[config.mk]
export PLATFORM = sky130hd
export DESIGN_NAME = dieukhien_dem_flat
export DESIGN_NICKNAME = d
export VERILOG_FILES = /design/src/rtl/dieukhien_dem_if.sv /design/src/rtl/dieukhien_dem.sv /design/src/flat_wrapper.sv
export SDC_FILE = /design/constraint.sdc
export NUM_CORES = 1
export LEC_CHECK = 0
export ABC_AREA = 0
export BUFFER_PORTS_ARGS = -buffer_cell sky130_fd_sc_hd__buf_2
export CORE_MARGIN = 1.5
export CORE_UTILIZATION = 54
export CTS_CLUSTER_DIAMETER = 150
export DETAILED_ROUTE_END_ITERATION = 16
export HOLD_SLACK_MARGIN = 0.08
export PLACE_DENSITY = 0.74
export SETUP_SLACK_MARGIN = 0.05
export SLEW_MARGIN = 25
export SYNTH_ARGS = -nofsm -noshare
export SYNTH_HDL_FRONTEND = slang
export SYNTH_HIERARCHICAL = 1
export SYNTH_SLANG_ARGS = --single-unit
[constraint.sdc]
create_clock -name clk -period 2 [get_ports clk]
set_input_delay 0 -clock clk [delete_from_list [all_inputs] [get_ports clk]]
set_output_delay 0 -clock clk [all_outputs]
set_load 0.05 [all_outputs]
[src/rtl/dieukhien_dem_if.sv]
// dieukhien_dem_if
//   Groups the signals between the button/switch side and the counter side of
//   the count-control stage.
//   btn_dir, btn_pause : raw push-buttons, active high, asynchronous to clk
//   speed              : raw 2-bit speed switch
//   ud                 : count direction, 0 up / 1 down
//   tick               : one-cycle count-enable strobe
//   paused             : high while counting is on hold
//   master drives the raw inputs; slave is the control stage itself.
interface dieukhien_dem_if;
  logic       btn_dir;
  logic       btn_pause;
  logic [1:0] speed;
  logic       ud;
  logic       tick;
  logic       paused;

  modport master (output btn_dir, btn_pause, speed, input ud, tick, paused);
  modport slave  (input btn_dir, btn_pause, speed, output ud, tick, paused);
endinterface

[src/rtl/dieukhien_dem.sv]
// dieukhien_dem
//   Count-control stage that sits in front of an up/down counter. It
//   synchronises and debounces two push-buttons, runs a 4-state run/hold FSM
//   and produces a tick strobe at a switch-selected rate.
//   clk   : system clock, rising edge
//   reset : asynchronous, active-high
//   bus   : dieukhien_dem_if.slave (btn_dir, btn_pause, speed in; ud, tick, paused out)

// Per-button conditioning: 2-flop synchroniser, debouncer, rising-edge press pulse.
module dieukhien_dem_btn #(
  parameter int DB_CYCLES = 4
) (
  input  logic clk,
  input  logic reset,
  input  logic raw,
  output logic press
);
  localparam int            CW       = (DB_CYCLES > 2) ? $clog2(DB_CYCLES) : 1;
  localparam logic [CW-1:0] CNT_LAST = CW'(DB_CYCLES - 1);

  logic [1:0]    sync;
  logic [CW-1:0] cnt;
  logic          level;
  logic          level_d;

  always_ff @(posedge clk or posedge reset) begin
    if (reset) begin
      sync    <= '0;
      cnt     <= '0;
      level   <= 1'b0;
      level_d <= 1'b0;
    end else begin
      sync    <= {sync[0], raw};
      level_d <= level;
      // The level is accepted on the DB_CYCLES-th consecutive differing sample;
      // any agreeing sample in between restarts the count.
      if (sync[1] != level) begin
        if (cnt == CNT_LAST) begin
          level <= sync[1];
          cnt   <= '0;
        end else begin
          cnt <= cnt + 1'b1;
        end
      end else begin
        cnt <= '0;
      end
    end
  end

  // One pulse per accepted rising level; releases produce nothing.
  assign press = level & ~level_d;
endmodule

module dieukhien_dem #(
  parameter int DB_CYCLES = 4,
  parameter int PW        = 24,
  parameter int DIV0      = 2,
  parameter int DIV1      = 4,
  parameter int DIV2      = 8,
  parameter int DIV3      = 16
) (
  input logic            clk,
  input logic            reset,
  dieukhien_dem_if.slave bus
);
  localparam int NUM_BTN = 2;  // [0] = direction, [1] = pause

  localparam logic [PW-1:0] LAST0 = PW'(DIV0 - 1);
  localparam logic [PW-1:0] LAST1 = PW'(DIV1 - 1);
  localparam logic [PW-1:0] LAST2 = PW'(DIV2 - 1);
  localparam logic [PW-1:0] LAST3 = PW'(DIV3 - 1);

  // Encoding {dir,hold}: outputs are taken straight from the state bits.
  typedef enum logic [1:0] {
    RUN_UP  = 2'b00,
    HOLD_UP = 2'b01,
    RUN_DN  = 2'b10,
    HOLD_DN = 2'b11
  } state_t;

  logic [NUM_BTN-1:0] raw;
  logic [NUM_BTN-1:0] press;
  state_t             state;
  logic [1:0]         spd_s1;
  logic [1:0]         spd_sync;
  logic [1:0]         spd_q;
  logic [PW-1:0]      presc;
  logic [PW-1:0]      div_last;
  logic               tick_q;

  assign raw = {bus.btn_pause, bus.btn_dir};

  for (genvar gi = 0; gi < NUM_BTN; gi++) begin : g_btn
    dieukhien_dem_btn #(.DB_CYCLES(DB_CYCLES)) u_btn (
      .clk   (clk),
      .reset (reset),
      .raw   (raw[gi]),
      .press (press[gi])
    );
  end

  // Run/hold FSM. Each press flips its own state bit, so simultaneous
  // presses apply both toggles (e.g. RUN_UP -> HOLD_DN).
  always_ff @(posedge clk or posedge reset) begin
    if (reset) begin
      state <= RUN_UP;
    end else begin
      case (state)
        RUN_UP:  state <= state_t'({press[0],  press[1]});
        HOLD_UP: state <= state_t'({press[0], ~press[1]});
        RUN_DN:  state <= state_t'({~press[0],  press[1]});
        HOLD_DN: state <= state_t'({~press[0], ~press[1]});
        default: state <= RUN_UP;
      endcase
    end
  end

  always_comb begin
    div_last = LAST0;
    case (spd_sync)
      2'b00:   div_last = LAST0;
      2'b01:   div_last = LAST1;
      2'b10:   div_last = LAST2;
      default: div_last = LAST3;
    endcase
  end

  // Prescaler. A speed change restarts the period from zero; hold freezes
  // the count so a resume continues the interrupted period.
  always_ff @(posedge clk or posedge reset) begin
    if (reset) begin
      spd_s1   <= '0;
      spd_sync <= '0;
      spd_q    <= '0;
      presc    <= '0;
      tick_q   <= 1'b0;
    end else begin
      spd_s1   <= bus.speed;
      spd_sync <= spd_s1;
      spd_q    <= spd_sync;
      if (spd_sync != spd_q) begin
        presc  <= '0;
        tick_q <= 1'b0;
      end else if (state[0]) begin
        tick_q <= 1'b0;
      end else if (presc == div_last) begin
        presc  <= '0;
        tick_q <= 1'b1;
      end else begin
        presc  <= presc + 1'b1;
        tick_q <= 1'b0;
      end
    end
  end

  assign bus.ud     = state[1];
  assign bus.paused = state[0];
  assign bus.tick   = tick_q;
endmodule

[src/flat_wrapper.sv]
// flat-port wrapper written by rule: the top's interface ports become plain ports
module dieukhien_dem_flat 
#(
  parameter int DB_CYCLES = 4,
  parameter int PW        = 24,
  parameter int DIV0      = 2,
  parameter int DIV1      = 4,
  parameter int DIV2      = 8,
  parameter int DIV3      = 16
)
  (clk, reset, bus_btn_dir, bus_btn_pause, bus_speed, bus_ud, bus_tick, bus_paused);
  dieukhien_dem_if bus_i ();
  input logic clk;
  input logic reset;
  input wire logic [$bits(bus_i.btn_dir)-1:0] bus_btn_dir;
  input wire logic [$bits(bus_i.btn_pause)-1:0] bus_btn_pause;
  input wire logic [$bits(bus_i.speed)-1:0] bus_speed;
  output wire logic [$bits(bus_i.ud)-1:0] bus_ud;
  output wire logic [$bits(bus_i.tick)-1:0] bus_tick;
  output wire logic [$bits(bus_i.paused)-1:0] bus_paused;
  assign bus_i.btn_dir = bus_btn_dir;
  assign bus_i.btn_pause = bus_btn_pause;
  assign bus_i.speed = bus_speed;
  assign bus_ud = bus_i.ud;
  assign bus_tick = bus_i.tick;
  assign bus_paused = bus_i.paused;
  dieukhien_dem #(.DB_CYCLES(DB_CYCLES), .PW(PW), .DIV0(DIV0), .DIV1(DIV1), .DIV2(DIV2), .DIV3(DIV3)) u_core (.clk(clk), .reset(reset), .bus(bus_i));
endmodule
==> results of run 1 <==
==> cell usage after synthesis, types with 3 or more instances <==
master    instances
and4_1            4
nor2_1           21
dfrtp_1          45
inv_1             4
o21ai_0           3
ha_1              3
and3_1            4
nor2b_1           4
nor3_1            8
a21oi_1           6
xnor2_1          12
nand3_1           8
xor2_1           13
nand4_1           6
nand2_1          16
clkbuf_1          3
nor4_1            6
==> worst max path at each step <==
stage,startpoint,end,slack (ns),depth (start not counted)
2_1_floorplan,u_core/presc[3],u_core/presc[17],0.09,5
3_3_place_gp,u_core/presc[7],u_core/presc[17],0.12,5
3_5_place_dp,u_core/presc[18],u_core/presc[22],0.07,6
4_1_cts,u_core/presc[7],u_core/presc[17],0.07,5
5_1_grt,u_core/presc[5],u_core/presc[17],0.02,5
6_report,u_core/presc[2],u_core/presc[17],0.07,5
==> stage by stage <==
| stage | total power, mW | hold slack (ns) |
|---|---|---|
| 5_1_grt | 2.416 | 0.1850 |
| 2_1_floorplan | 1.457 | -0.2090 |
| 3_3_place_gp | 1.560 | -0.07602 |
| 4_1_cts | 2.300 | 0.1572 |
| 6_report | 2.289 | 0.1586 |
| 3_5_place_dp | 1.594 | -0.07005 |
==> per-layer routing <==
metal  share of wire  GRT usage  vias up
li1                -          -      736
met5               0          0        -
met1            0.42     0.2660      740
met3           0.042    0.05382        6
met4           0.013    0.06383        0
met2            0.52     0.3608       33
==> where the power goes <==
| group | switching, mW | total (mW) | internal [mW] | leakage (nW) |
|---|---|---|---|---|
| combinational | 0.284 | 0.466 | 0.183 | 0.446 |
| clock | 0.293 | 0.698 | 0.406 | 0.0574 |
| sequential | 0.102 | 1.12 | 1.02 | 0.583 |
==> kinds of logic (layout without fill, tap and decap cells) <==
kind of cell	count (synthesis)	count (layout)	synth area share
buf+inv	10	46	0.01943
compound gates	12	12	0.03218
simple gates	93	93	0.2568
mux	4	4	0.02064
xor+xnor	25	25	0.1063
fa+ha+maj	3	3	0.01822
flops	45	45	0.5464
==> layout make-up <==
class / instances / area, um2 / share of cell area
clock buffers: 6 / 82.58 / 0.03303
clock inverters: 2 / 37.54 / 0.01502
inverters: 4 / 15.01 / 0.006006
multi-input cells: 137 / 914.6 / 0.3659
flip-flops and latches: 45 / 1130 / 0.4520
well taps: 48 / 60.06 / 0.02402
repair buffers: 34 / 260.3 / 0.1041
==> layout by cell type (no fill, tap or decap), types with 6 or more instances in the layout <==
master / synthesis / final
clkbuf_8: 0 / 6
nor2_1: 21 / 21
a21oi_1: 6 / 6
nor4_1: 6 / 6
dfrtp_1: 45 / 42
buf_2: 2 / 8
xor2_1: 13 / 13
nor3_1: 8 / 6
buf_4: 0 / 20
nand3_1: 8 / 8
nand4_1: 6 / 6
nand2_1: 16 / 16
xnor2_1: 12 / 12
==> tightest hold or removal path, stage by stage <==
cell,delay (ns)
dlygate4sd3_1,0.52
buf_2,0.13
inv_1,0.17
==> what timing repair did <==
item,in CTS,in global routing
hold endpoints to repair,49,0
buffers inserted,0,6
gates resized for setup,1,5
setup endpoints to repair,1,4
cloned,0,0
pin swaps,0,2
hold buffers,5,0
==> run metrics, run 1 <==
Post-Syn Area per Cell=approximately 11 um2; Crit path max-delay family=simple AND/OR/NAND/NOR gates; Final min period=approximately 1.9 ns; max cap viols=0; Critical Path Max Stage Delay=~0.48 ns; first-pass GRT wire length=~6.8 mm; status=complete, no violations; R2R Path End=u_core/presc[17]; largest net degree at the start of global routing=34; Worst Path Max Fanout=6; worst vdd rail ir drop=between 0.0008 and 0.0009 V; Hold Crit Class=in2async; RSZ-0062 raised after global routing=true; average wire per standard cell=~14 um; placed cell count=~260; crit start category=register; Filler Cell Count=264; Clock transition at path regs=~0.08 ns; worst path required time=around 2.2 ns; final core utilization=0.6828; via-per-instance ratio=5.489; core area=between 3000 and 4000 um2; max reg flops=24; DRC viols=0; cell area after layout=around 2500 um2; final worst setup slack=~0.067 ns; IO buf count=8; Reg-to-Reg Start=u_core/presc[2]; FF-to-FF setup slack=approximately 0.067 ns; critical-path cell list=nand3_4, or3_4, or3_4, or4b_1, a21oi_1; Worst EP arrival=roughly 2.2 ns; WP buf/inv=0; area grow syn2layout=21.31%; n_diodes=0; EDFF count, synth=0; max frequency=roughly 520 MHz; final wirelength=~4 mm; crit end category=register; WS Path Type=reg2reg; fin. max-slew vios=0; Yosys reg bits=45; Final Setup Violations=0; Syn. warnings=6; Setup Skew=between 0.004 and 0.005 ns; DPL Wire Length=around 2.8 mm; Slowest cell on crit path=or4b_1; cell row count=22; TritonCTS buffer count=5; Worst-Skew Late Latency=between 0.2 and 0.3 ns; H-tree depth=2; Synth area leaders=dfrtp_1 (55%), xor2_1 (5.5%), xnor2_1 (5.1%); share of layout cells above drive strength 1=0.2237; Most common cell on crit path=or3_4; Tcrit/Tclk final=0.9666; area share of the largest cell type after synthesis=0.5464; actual transition at the worst max-transition pin=about 0.4 ns; TritonCTS clock tree=built; CTS Sinks=45; pwr/cell area=approximately 900 nW/um2; CTS root buf=clkbuf_8; Die Y=64.78 um; DRT antenna net count=0; FF-to-FF path depth=5; Syn Nets=201; setup TNS=0 ns; initial antenna violation count=0; largest register by flop count=u_core/presc; pre-CTS setup slack=between 0.06 and 0.07 ns; Layout Nets=approximately 240; vias=about 1.5k; initial core utilization=0.5629; IO Count=9; Total Routing Usage GR=0.2119; initial drt markers=a little over 90; relative slew slack=0.7303; Seq/Total Area, Yosys=0.5464; Final Hold Viols=0; Detailed Routing Iterations Pass 1=4; Chip Width=approximately 65 um; synthesized cell area=2061 um2; GRT overflow=0; Post-synth ARST share=1.000; vias in the first global route=1,502; Post-synth top flop=dfrtp_1; Die Area=about 4200 um2; Final Non-Filler Cells=about 280; Max Buffers Root-to-Sink=2; Leakage=about 1.1 nW; routability cong.=between 0.8 and 0.9; DP Area=about 2300 um2; largest registers=u_core/presc: 24 flops, u_core/g_btn.u_btn/cnt: 4 flops, u_core/g_btn.u_btn/sync: 4 flops; cell taking the most area after synthesis=dfrtp_1; Cell variety after synth=35; Mapped Cells=around 190
(Power assumes the default switching activity.)
==> inputs of run 2 (changes only) <==
--- a/config.mk
+++ b/config.mk
@@ -8,11 +8,12 @@
 export ABC_AREA = 0
 export BUFFER_PORTS_ARGS = -buffer_cell sky130_fd_sc_hd__buf_2
 export CORE_MARGIN = 1.5
-export CORE_UTILIZATION = 54
+export CORE_UTILIZATION = 57
+export CTS_BUF_LIST = sky130_fd_sc_hd__clkbuf_4
 export CTS_CLUSTER_DIAMETER = 150
 export DETAILED_ROUTE_END_ITERATION = 16
 export HOLD_SLACK_MARGIN = 0.08
-export PLACE_DENSITY = 0.74
+export PLACE_DENSITY = 0.78
 export SETUP_SLACK_MARGIN = 0.05
 export SLEW_MARGIN = 25
 export SYNTH_ARGS = -nofsm -noshare
==> run 2 against run 1 <==
  * Hold slack better by 0.098 ns
  * First-iteration DRC count is 18% higher
  * Core utilization rose by 3.3 points
  * Die area shrank 5.0%
  * Maximum frequency is 0.67% higher
  * Sequential power is essentially flat
  * Count of clock-buffer cells in the layout shrank 1
  * Final area is 3.0% lower
  * Register-to-register slack is essentially flat
  * Largest power group unchanged
==> run metrics, run 2 (same netlist as run 1, synthesis figures left out) <==
via-per-instance ratio=5.625 (+2.5%); GRT Max-Usage Layer=met2; CTS root buf=clkbuf_4; most common cell after layout, fill and taps aside=dfrtp_1; TritonCTS clock tree=built; Die Y=63.13 um (-2.5%); crit start category=register; grt met1 use=0.2691 (+0.003047); GRT overflow=0 (unchanged); Final Setup Violations=0 (unchanged); met3 Use GR=0.04286 (-0.01096); RSZ-0062 raised after global routing=true; average wire per standard cell=14.48 um (about the same); final core utilization=0.7154 (+0.03255); Final Hold Viols=0 (unchanged); pwr/cell area=843.0 nW/um2 (-7.9%); combinational power share=0.236 (+0.032); Reg-to-Reg Start=u_core/presc[1]; cell row count=21 (-4.5%); area grow syn2layout=17.67%; Tcrit/Tclk final=0.9602 (-0.006410); DRT antenna net count=0 (unchanged); routability cong.=0.9170 (+5.7%); relative slew slack=0.7290 (-0.001337); first-pass GRT wire length=6.762 mm (-0.50%); Chip Width=63.13 um (-2.5%); final wirelength=3.939 mm (-1.5%); switch share=0.3378 (+0.04181); IO buf count=8 (unchanged); status=complete, no violations; largest register by flop count=u_core/presc; Clock transition at path regs=0.14 ns (+0.06 ns); IO Count=9 (unchanged); Leakage=1.051 nW (-3.3%); worst path required time=2.31 ns (+0.09 ns); H-tree depth=2 (unchanged); met2 GRT Util=0.3856 (+0.02481); crit end category=register; max frequency=520.7 MHz (+0.67%); initial antenna violation count=0 (unchanged); max reg flops=24 (unchanged); worst vdd rail ir drop=0.0006532 V (-24%); Final min period=1.920 ns (-0.01282 ns); Worst EP arrival=2.24 ns (+0.09 ns); cell-internal power=1.354 mW (-16%); register share of total power=0.541 (+0.050); vias=1,530 (+0.99%); CTS Sinks=45 (unchanged); clock share of power=0.224 (-0.081); Hold Crit Class=in2async; FF-to-FF path depth=5 (unchanged); Pwr Total=2.044 mW (-11%); initial core utilization=0.6080 (+0.04509); fin. max-slew vios=0 (unchanged); Detailed Routing Iterations Pass 1=4 (unchanged); TritonCTS buffer count=5 (unchanged); core area=3390 um2 (-7.4%); most frequent cells in the layout=dfrtp_1 (43), nor2_1 (21), buf_4 (17), nand2_1 (16), xor2_1 (13); initial drt markers=110 (+18%); DRC viols=0 (unchanged); vias in the first global route=1,555 (+3.5%); max cap viols=0 (unchanged); actual transition at the worst max-transition pin=0.4065 ns (+0.002006 ns); largest net degree at the start of global routing=34 (unchanged); Die Area=3985 um2 (-5.0%); n_diodes=0 (unchanged); share of layout cells above drive strength 1=0.2035 (-0.02014); Filler Cell Count=244 (-7.6%); Worst-Skew Late Latency=0.37 ns (+0.08 ns); FF-to-FF setup slack=0.08 ns (about the same); Layout Nets=234 (-0.85%); Max Buffers Root-to-Sink=2 (unchanged); Setup Skew=0.006511 ns (+0.001864 ns); DPL Wire Length=2.721 mm (-3.8%); R2R Path End=u_core/presc[17]; Total Routing Usage GR=0.2215 (+0.009594); Worst Path Max Fanout=6 (unchanged); largest registers=u_core/presc: 24 flops, u_core/g_btn.u_btn/cnt: 4 flops, u_core/g_btn.u_btn/sync: 4 flops; P_sw=0.6905 mW (+1.9%); WS Path Type=reg2reg
## run 2: cell types whose count changed in the layout (fill, tap and decap cells not counted)
cell           before  now
and4_1              3    4
and4_2              1    0
buf_4              20   17
bufinv_16           1    0
clkbuf_4            0    5
clkbuf_8            6    0
dfrtp_1            42   43
dfrtp_2             3    2
dlygate4sd3_1       5    6
inv_6               0    2
## run 2: worst max-delay path by stage
stage	from	end	slack, ns
2_1_floorplan	u_core/presc[3]	u_core/presc[17]	0.09
3_3_place_gp	u_core/presc[7]	u_core/presc[17]	0.12
3_5_place_dp	u_core/presc[19]	u_core/presc[22]	0.08
4_1_cts	u_core/presc[19]	u_core/presc[22]	0.06
5_1_grt	u_core/presc[1]	u_core/presc[17]	-0.01
6_report	u_core/presc[1]	u_core/presc[17]	0.08
## run 2: layout make-up
| type | count | area, um2 | area share |
|---|---|---|---|
| flip-flops and latches | 45 | 1129 | 0.4654 |
| multi-input cells | 137 | 913.4 | 0.3767 |
| repair buffers | 32 | 247.7 | 0.1022 |
| well taps | 46 | 57.56 | 0.02374 |
| clock buffers | 5 | 37.54 | 0.01548 |
| clock inverters | 3 | 25.02 | 0.01032 |
| inverters | 4 | 15.01 | 0.006192 |
## run 2: power by group through the flow
stage / Sequential, mW / Clock, mW / Combinational, mW
after floorplan: 1.18 / 0 / 0.280
after global placement: 1.12 / 0 / 0.444
after detailed placement: 1.13 / 0 / 0.460
after CTS: 1.11 / 0.477 / 0.473
after global routing: 1.12 / 0.508 / 0.535
final: 1.11 / 0.457 / 0.482
## run 2: worst max-delay path: stages (launching register included)
cell	delay [ns]
dfrtp_2	0.43
nand3_4	0.08
or3_4	0.42
or3_4	0.34
or4b_1	0.46
a21oi_1	0.13
## run 2: per-layer routing
| layer | part of all wire | routed length (um) |
|---|---|---|
| met3 | 0.061 | 239 |
| met1 | 0.42 | 1646 |
| met4 | 0.017 | 65 |
| met5 | 0 | 0 |
| met2 | 0.50 | 1987 |
## run 2: timing repair
action	in CTS	in global routing
resized for setup	0	4
buffers inserted	1	4
endpoints found under the hold margin	49	0
pin swaps	0	1
hold buffers	6	0
endpoints found under the setup margin	1	20
## run 2: through the flow
stage / area [um2] / setup TNS (ns) / cells / hold slack, ns / setup WS [ns]
after floorplan: 2069 / 0 / 192 / -0.2090 / 0.08779
after global placement: 2252 / 0 / 253 / -0.07352 / 0.1174
after detailed placement: 2252 / 0 / 253 / -0.05800 / 0.08167
after CTS: 2382 / 0 / 268 / 0.2465 / 0.06129
after global routing: 2425 / -0.01161 / 272 / 0.2372 / -0.01161
final: 2425 / 0 / 272 / 0.2562 / 0.07955
==> inputs of run 3 (changes only) <==
--- a/config.mk
+++ b/config.mk
@@ -9,8 +9,9 @@
 export BUFFER_PORTS_ARGS = -buffer_cell sky130_fd_sc_hd__buf_2
 export CORE_MARGIN = 1.5
 export CORE_UTILIZATION = 57
-export CTS_BUF_LIST = sky130_fd_sc_hd__clkbuf_4
+export CTS_BUF_LIST = sky130_fd_sc_hd__clkbuf_8
 export CTS_CLUSTER_DIAMETER = 150
+export CTS_CLUSTER_SIZE = 14
 export DETAILED_ROUTE_END_ITERATION = 16
 export HOLD_SLACK_MARGIN = 0.08
 export PLACE_DENSITY = 0.78
==> run 3 against run 2 <==
  * Core utilization rose by 0.37 points
  * Hold slack lost 0.078 ns
  * Sequential power is essentially flat
  * First-iteration DRC count is 27% lower
  * Largest cell class unchanged
  * Critical endpoint is now u_core/presc[22]
==> run metrics, run 3 (same netlist as run 1, synthesis figures left out) <==
status=complete, no violations; placed cell count=253 (unchanged); R2R Path End=u_core/presc[22]; Final Setup Violations=0 (unchanged); Die Y=63.13 um (unchanged); pwr/cell area=885.9 nW/um2 (+5.1%); worst vdd rail ir drop=0.0007495 V (+15%); FF-to-FF setup slack=0.10 ns (+0.02 ns); WS Path Type=reg2reg; vias=1,512 (-1.2%); worst path required time=2.19 ns (-0.12 ns); WHS=0.1779 ns (-0.07831 ns); crit end category=register; Reg-to-Reg Start=u_core/presc[19]; FF-to-FF path depth=6 (+1); Leakage=1.048 nW (-0.28%); largest register by flop count=u_core/presc; initial antenna violation count=0 (unchanged); TritonCTS buffer count=5 (unchanged); Chip Width=63.13 um (unchanged); CTS Sinks=45 (unchanged); initial core utilization=0.6080 (unchanged); max cap viols=0 (unchanged); TritonCTS clock tree=built; most common cell after layout, fill and taps aside=dfrtp_1; Total Routing Usage GR=0.2227 (+0.001254); fin. max-slew vios=0 (unchanged); Worst-Skew Late Latency=0.30 ns (-0.07 ns); DRT antenna net count=0 (unchanged); setup TNS=0 ns (unchanged); Pwr Total=2.159 mW (+5.6%); largest registers=u_core/presc: 24 flops, u_core/g_btn.u_btn/cnt: 4 flops, u_core/g_btn.u_btn/sync: 4 flops; IO Count=9 (unchanged); Worst EP arrival=2.09 ns (-0.15 ns); Hold Crit Class=in2async; Final Non-Filler Cells=270 (-0.74%); Detailed Routing Iterations Pass 1=4 (unchanged); Tcrit/Tclk final=0.9496 (-0.01060); Clock transition at path regs=0.09 ns (-0.05 ns); DRC viols=0 (unchanged); largest net degree at the start of global routing=34 (unchanged); CTS root buf=clkbuf_8; Setup Skew=0.005405 ns (-0.001106 ns); share of layout cells above drive strength 1=0.2054 (+0.001817); Worst Path Max Fanout=7 (+1); relative slew slack=0.7227 (-0.006279); IO buf count=8 (unchanged); GRT overflow=0 (unchanged); vias in the first global route=1,551 (-0.26%); final wirelength=3.979 mm (+1.0%); crit start category=register; max frequency=526.5 MHz (+1.1%); first-pass GRT wire length=6.775 mm (+0.19%); via-per-instance ratio=5.600 (-0.44%); RSZ-0062 raised after global routing=true; most frequent cells in the layout=dfrtp_1 (42), nor2_1 (21), buf_4 (16), nand2_1 (16), xor2_1 (13); Final min period=1.899 ns (-0.02119 ns); initial drt markers=80 (-27%); cell row count=21 (unchanged); routability cong.=0.9170 (unchanged); area grow syn2layout=18.28%; n_diodes=0 (unchanged); DPL Wire Length=2.721 mm (unchanged); actual transition at the worst max-transition pin=0.4160 ns (+0.009418 ns); Max Buffers Root-to-Sink=2 (unchanged); Final Hold Viols=0 (unchanged); Die Area=3985 um2 (unchanged); max reg flops=24 (unchanged); Layout Nets=232 (-0.85%); core area=3390 um2 (unchanged); H-tree depth=2 (unchanged); average wire per standard cell=14.74 um (+1.8%)
## run 3: timing repair
item | 4_1_cts | 5_1_grt
setup buffers | 1 | 3
pin swaps | 0 | 1
setup endpoints to repair | 1 | 20
resized for setup | 0 | 5
hold endpoints to repair | 49 | 0
hold buffers | 5 | 0
## run 3: how the worst max path moves through the flow
stage | start | end | slack, ns | depth (start not counted)
global route | u_core/presc[1] | u_core/presc[17] | 0.003 | 5
global placement | u_core/presc[7] | u_core/presc[17] | 0.12 | 5
finish | u_core/presc[19] | u_core/presc[22] | 0.10 | 6
CTS | u_core/presc[19] | u_core/presc[22] | 0.07 | 6
detailed placement | u_core/presc[19] | u_core/presc[22] | 0.08 | 6
floorplan | u_core/presc[3] | u_core/presc[17] | 0.09 | 5
## run 3: final cells by class
cell class                      count  area (um2)
Timing Repair Buffer               30       230.2
Sequential cell                    45        1130
Fill cell                         240       952.2
Inverter                            4       15.01
Tap cell                           46       57.56
Clock buffer                        5       68.82
Multi-Input combinational cell    137       910.9
Clock inverter                      3       25.02
## run 3: where the power goes
group	switching, mW	internal [mW]
clock network	0.319	0.254
registers	0.0819	1.02
logic	0.296	0.184
## run 3: worst max-delay path, stage by stage, from the launching register on
cell and delay, ns:
dfrtp_1 0.46, or4_1 0.53, nor3_2 0.17, nand4_1 0.20, buf_4 0.22, or4b_1 0.16, a21oi_1 0.06
## run 3: per-layer routing
layer / vias to the layer above / share of wire / track usage / routed length [um]
met5: - / 0 / 0 / 0
met4: 0 / 0.015 / 0.08611 / 60
met2: 46 / 0.50 / 0.3843 / 1994
li1: 729 / - / - / -
met1: 730 / 0.44 / 0.2670 / 1747
met3: 7 / 0.044 / 0.05714 / 177
## run 3: stage by stage
stage | cell area [um2] | utilization | setup slack [ns]
floorplan | 2069 | - | 0.08779
global placement | 2252 | 0.6645 | 0.1174
detailed placement | 2252 | 0.6645 | 0.08167
CTS | 2404 | 0.7091 | 0.06595
global route | 2437 | 0.7191 | 0.003195
finish | 2437 | 0.7191 | 0.1007
